$ cat src/rtl/ysyx_25010008_lsu.sv
// Load/store unit: one memory operation at a time, issued as a single-beat AXI4-Lite
// transaction, with lane alignment, strobes, load extension and misalignment trapping.
module ysyx_25010008_lsu (
  input  logic        clock,
  input  logic        reset,
  input  logic        in_valid,
  output logic        in_ready,
  input  logic        in_wen,
  input  logic [2:0]  in_funct3,
  input  logic [31:0] in_addr,
  input  logic [31:0] in_wdata,
  output logic        out_valid,
  input  logic        out_ready,
  output logic [31:0] out_rdata,
  output logic        out_err,
  output logic [31:0] araddr,
  output logic [2:0]  arsize,
  output logic        arvalid,
  input  logic        arready,
  output logic        rready,
  input  logic [31:0] rdata,
  input  logic [1:0]  rresp,
  input  logic        rvalid,
  output logic [31:0] awaddr,
  output logic [2:0]  awsize,
  output logic        awvalid,
  input  logic        awready,
  output logic [31:0] wdata,
  output logic [3:0]  wstrb,
  output logic        wvalid,
  input  logic        wready,
  output logic        bready,
  input  logic [1:0]  bresp,
  input  logic        bvalid
);

  typedef enum logic [2:0] {
    S_IDLE = 3'd0, S_AR = 3'd1, S_R = 3'd2, S_WR = 3'd3, S_B = 3'd4, S_DONE = 3'd5
  } state_e;

  state_e      state_q, state_d;
  logic [2:0]  f3_q, f3_d;
  logic [31:0] addr_q, addr_d;
  logic [31:0] wdata_q, wdata_d;
  logic [3:0]  wstrb_q, wstrb_d;
  logic [31:0] rdata_q, rdata_d;
  logic        err_q, err_d;
  logic        aw_done_q, aw_done_d;
  logic        w_done_q, w_done_d;
  logic        aw_fire, w_fire;

  function automatic logic misaligned(input logic [2:0] f3, input logic [1:0] off);
    case (f3[1:0])
      2'b00:   misaligned = 1'b0;
      2'b01:   misaligned = off[0];
      default: misaligned = (off != 2'b00);
    endcase
  endfunction

  function automatic logic [3:0] strobe(input logic [2:0] f3, input logic [1:0] off);
    logic [3:0] base;
    case (f3[1:0])
      2'b00:   base = 4'b0001;
      2'b01:   base = 4'b0011;
      default: base = 4'b1111;
    endcase
    strobe = base << off;
  endfunction

  // Bit 2 of funct3 selects zero extension for byte/half loads.
  function automatic logic [31:0] load_ext(input logic [2:0] f3, input logic [31:0] d,
                                           input logic [1:0] off);
    logic [31:0] lane;
    lane = d >> {off, 3'b000};
    case (f3)
      3'b000:  load_ext = {{24{lane[7]}}, lane[7:0]};
      3'b001:  load_ext = {{16{lane[15]}}, lane[15:0]};
      3'b100:  load_ext = {24'h000000, lane[7:0]};
      3'b101:  load_ext = {16'h0000, lane[15:0]};
      default: load_ext = lane;
    endcase
  endfunction

  always_ff @(posedge clock or posedge reset) begin
    if (reset) begin
      state_q   <= S_IDLE;
      f3_q      <= 3'd0;
      addr_q    <= 32'd0;
      wdata_q   <= 32'd0;
      wstrb_q   <= 4'd0;
      rdata_q   <= 32'd0;
      err_q     <= 1'b0;
      aw_done_q <= 1'b0;
      w_done_q  <= 1'b0;
    end else begin
      state_q   <= state_d;
      f3_q      <= f3_d;
      addr_q    <= addr_d;
      wdata_q   <= wdata_d;
      wstrb_q   <= wstrb_d;
      rdata_q   <= rdata_d;
      err_q     <= err_d;
      aw_done_q <= aw_done_d;
      w_done_q  <= w_done_d;
    end
  end

  assign aw_fire = (state_q == S_WR) && !aw_done_q && awready;
  assign w_fire  = (state_q == S_WR) && !w_done_q && wready;

  always_comb begin
    state_d   = state_q;
    f3_d      = f3_q;
    addr_d    = addr_q;
    wdata_d   = wdata_q;
    wstrb_d   = wstrb_q;
    rdata_d   = rdata_q;
    err_d     = err_q;
    aw_done_d = aw_done_q;
    w_done_d  = w_done_q;
    case (state_q)
      S_IDLE: begin
        if (in_valid) begin
          f3_d      = in_funct3;
          addr_d    = in_addr;
          wdata_d   = in_wdata << {in_addr[1:0], 3'b000};
          wstrb_d   = strobe(in_funct3, in_addr[1:0]);
          rdata_d   = 32'd0;
          err_d     = 1'b0;
          aw_done_d = 1'b0;
          w_done_d  = 1'b0;
          if (misaligned(in_funct3, in_addr[1:0])) begin
            err_d   = 1'b1;
            state_d = S_DONE;
          end else if (in_wen) begin
            state_d = S_WR;
          end else begin
            state_d = S_AR;
          end
        end else begin
          state_d = S_IDLE;
        end
      end
      S_AR: begin
        if (arready) state_d = S_R;
        else         state_d = S_AR;
      end
      S_R: begin
        if (rvalid) begin
          rdata_d = load_ext(f3_q, rdata, addr_q[1:0]);
          err_d   = (rresp != 2'b00);
          state_d = S_DONE;
        end else begin
          state_d = S_R;
        end
      end
      S_WR: begin
        // Address and data handshakes complete independently, in either order.
        if (aw_fire) aw_done_d = 1'b1;
        else         aw_done_d = aw_done_q;
        if (w_fire) w_done_d = 1'b1;
        else        w_done_d = w_done_q;
        if ((aw_done_q || aw_fire) && (w_done_q || w_fire)) state_d = S_B;
        else                                                 state_d = S_WR;
      end
      S_B: begin
        if (bvalid) begin
          rdata_d = 32'd0;
          err_d   = (bresp != 2'b00);
          state_d = S_DONE;
        end else begin
          state_d = S_B;
        end
      end
      S_DONE: begin
        if (out_ready) state_d = S_IDLE;
        else           state_d = S_DONE;
      end
      default: state_d = S_IDLE;
    endcase
  end

  always_comb begin
    in_ready  = 1'b0;
    arvalid   = 1'b0;
    rready    = 1'b0;
    awvalid   = 1'b0;
    wvalid    = 1'b0;
    bready    = 1'b0;
    out_valid = 1'b0;
    case (state_q)
      S_IDLE:  in_ready = 1'b1;
      S_AR:    arvalid = 1'b1;
      S_R:     rready = 1'b1;
      S_WR: begin
        awvalid = !aw_done_q;
        wvalid  = !w_done_q;
      end
      S_B:     bready = 1'b1;
      S_DONE:  out_valid = 1'b1;
      default: in_ready = 1'b0;
    endcase
  end

  assign araddr    = addr_q;
  assign awaddr    = addr_q;
  assign arsize    = {1'b0, f3_q[1:0]};
  assign awsize    = {1'b0, f3_q[1:0]};
  assign wdata     = wdata_q;
  assign wstrb     = wstrb_q;
  assign out_rdata = rdata_q;
  assign out_err   = err_q;

endmodule

$ cat config.mk
export PLATFORM = sky130hd
export DESIGN_NAME = ysyx_25010008_lsu
export DESIGN_NICKNAME = d
export VERILOG_FILES = /design/src/rtl/ysyx_25010008_lsu.sv
export SDC_FILE = /design/constraint.sdc
export NUM_CORES = 1
export LEC_CHECK = 0
export ABC_AREA = 1
export CAP_MARGIN = 20
export CORE_AREA = 2 2 117 119
export DETAILED_ROUTE_END_ITERATION = 16
export DIE_AREA = 0 0 119 121
export PLACE_DENSITY_LB_ADDON = 0.08
export RECOVER_POWER = 25
export SLEW_MARGIN = 20
export SYNTH_ARGS = -nofsm -noshare
export SYNTH_HDL_FRONTEND = slang
export SYNTH_SLANG_ARGS = --single-unit
export TNS_END_PERCENT = 100
$ cat constraint.sdc
create_clock -name clock -period 10.51 [get_ports clock]
set_input_delay 1.5765 -clock clock [delete_from_list [all_inputs] [get_ports clock]]
set_output_delay 1.5765 -clock clock [all_outputs]
set_load 0.02 [all_outputs]
==> metrics <==
worst hold path type reg2reg; Synth async-reset ratio 100.0%; vias per cell 4.853; Inserted Diodes 0; Hold EP out_rdata[8]; clock tree buffer depth 2; CTS sink count 109; DP HPWL 12770 um; Synth Area in Compound Gates 7.270%; cts bufs inserted 9; total track usage 24.82%; postcts setup bufs 0; min-delay src out_rdata[8]; Worst EP required 10730 ps; core box area 13090 sq um; Reg2Reg Setup Slack 6360 ps; RSZ-0062 raised after global routing no; total power divided by cell area 295.6 nW/um^2; Post-Synth XOR/XNOR Area 0%; sequential share of the synthesized area 46.21%; Final Max Tran Viols 128; Post-Synthesis Cell Area 5903 sq um; Synth area leaders dfrtp_1 (46%), nand2_1 (25%), buf_4 (5.8%); Simple-Gate Fraction of Synth Area 34.59%; GRT busiest layer met2; post-CTS sizing 0; most common cell in the netlist nand2_1; Post-synth top cells nand2_1 (401), dfrtp_1 (109), nand3_1 (48), o21ai_0 (47), buf_4 (46); Setup CP Type in2reg; synth unique cells 28; clock skew 5.941 ps; CTS tree built; Clk pin slew, worst setup/hold paths 70 ps; Post-synth EDFFs 0; crit-path max FO 85; MaxCap Viol Count 2; Final nets 1137; met2 global-route usage 41.74%; Ys Warns 0; met1 GRT Util 31.61%; largest net degree at the start of global routing 86; # H-tree levels 3; Most used DFF post-synth dfrtp_1; global routing usage on met3 5.733%; vias post-DR 5848; setup TNS 0 ps; DR pass1 iterations 5; layout cells sized above 1 3.596%; end of the worst register-to-register path wdata[6]; Syn Area/Cell 7.121 sq um; CP startpoint kind primary input; total design power 2529 uW; IO Count 259; adder-cell share of the synthesized area 0%; main combinational cell family by area after synthesis simple AND/OR/NAND/NOR gates; initial antenna violation count 0; Min-Delay Path Depth 2; vias in the first global route 5712; post-synthesis mux area share 0%; PortBufs 256; Yosys reg bits 109; post-layout min period 5219 ps; final worst slack 5291 ps; Period Utilization, post-route 49.66%; R2R Path Start state_q[0]; DRT iter0 DRCs 459; DR WL/cell 14.70 um; CP Data Arrival Time 5440 ps; status complete, but fails checks; Worst-Margin Slew 3476 ps; die width 119 um; Root Buffer clkbuf_16; setup violators final 0; VDD IR max 0.1653 mV; cts hold-fix bufs 0; DRC Markers 0; effective utilization at floorplan 45.11%; Routed Antenna Nets 0; cells after synthesis 829; Synth top area share 46.21%; Final Hold Fails 0; dpl ws 6768 ps; # rows 42; GR Overflow Total 0; area growth from synthesis to layout 44.93%; fmax 191.6 MHz; Slew headroom -131.8%; Final Util 65.39%; area leader, netlist dfrtp_1; failing checks max-capacitance violations, max-slew violations; Die ar. 14400 sq um; die extent in y 121 um; CP Capture Type flop; drt total wl 17720 um; GP Congestion 0.8721; clk_lat worst skew 360 ps; cells on worst reg2reg path 8; Pleak 0.004227 uW; first-pass GRT wire length 28300 um
layout make-up:
| class | count | area (sq um) |
|---|---|---|
| fill | 1154 | 4529 |
| sequential | 109 | 2728 |
| timing repair buffer | 261 | 2596 |
| multi-input combinational | 592 | 2479 |
| clock buffer | 10 | 229.0 |
| tap | 176 | 220.2 |
| inverter | 51 | 192.7 |
| clock inverter | 6 | 111.4 |
worst max-delay path, stage by stage:
cell	delay, ps
dlygate4sd3_1	570
nand2_2	80
clkbuf_1	2430
nor2_1	200
nand2_1	400
o21ai_0	130
kinds of logic (layout without fill, tap and decap cells):
group | after synthesis | after routing
other cells | 1 | 2
simple gates | 509 | 509
compound gates | 81 | 81
flops | 109 | 109
buf+inv | 129 | 328
stage by stage:
step                      area [sq um]  hold slack [ps]  cells
final                             8556            470.7   1205
after CTS                         8561            482.9   1205
after global routing              8556            491.8   1205
after floorplan                   5907            491.0    830
after detailed placement          8220            464.4   1189
after global placement            8220            460.1   1189
where the power goes:
group / total, uW / internal, uW / switching (uW)
sequential: 735 / 595 / 140
combinational: 1400 / 593 / 809
clock: 392 / 233 / 159
how the worst max path moves through the flow:
stage,from,to,slack (ps),cells past startpoint
3_3_place_gp,in_addr[0],wdata[20],6880,7
3_5_place_dp,in_addr[0],wdata[17],6770,7
2_1_floorplan,reset,araddr[0],6060,1
4_1_cts,state_q[2],rready,6670,2
6_report,in_valid,wdata[6],5290,6
5_1_grt,in_valid,wdata[12],4830,6
flip-flops by register name, summed over array words and instances (netlist names):
register   cells
w_done_q       1
out_err        1
f3_q           3
wdata         32
out_rdata     32
wstrb          4
aw_done_q      1
state_q        3
araddr        32
cells in the final DEF, fill, tap and decap left out, types with 2 or more instances in the layout:
| master | n |
|---|---|
| nand2_2 | 3 |
| o21ai_0 | 48 |
| bufinv_16 | 3 |
| nor3_1 | 2 |
| buf_4 | 4 |
| nand2_1 | 401 |
| o31ai_1 | 7 |
| inv_2 | 7 |
| nor2_1 | 45 |
| clkdlybuf4s50_1 | 240 |
| clkbuf_1 | 2 |
| clkbuf_16 | 9 |
| conb_1 | 2 |
| nand3_1 | 48 |
| inv_1 | 42 |
| nor2_2 | 2 |
| a21oi_1 | 23 |
| nand3b_1 | 2 |
| dlygate4sd3_1 | 16 |
| dfrtp_1 | 109 |
metal layers:
layer	up-vias	share of wire, %
li1	2915	-
met1	2717	42
met2	192	49
met3	24	6.6
met4	0	1.9
met5	-	0
(Power assumes the default switching activity.)
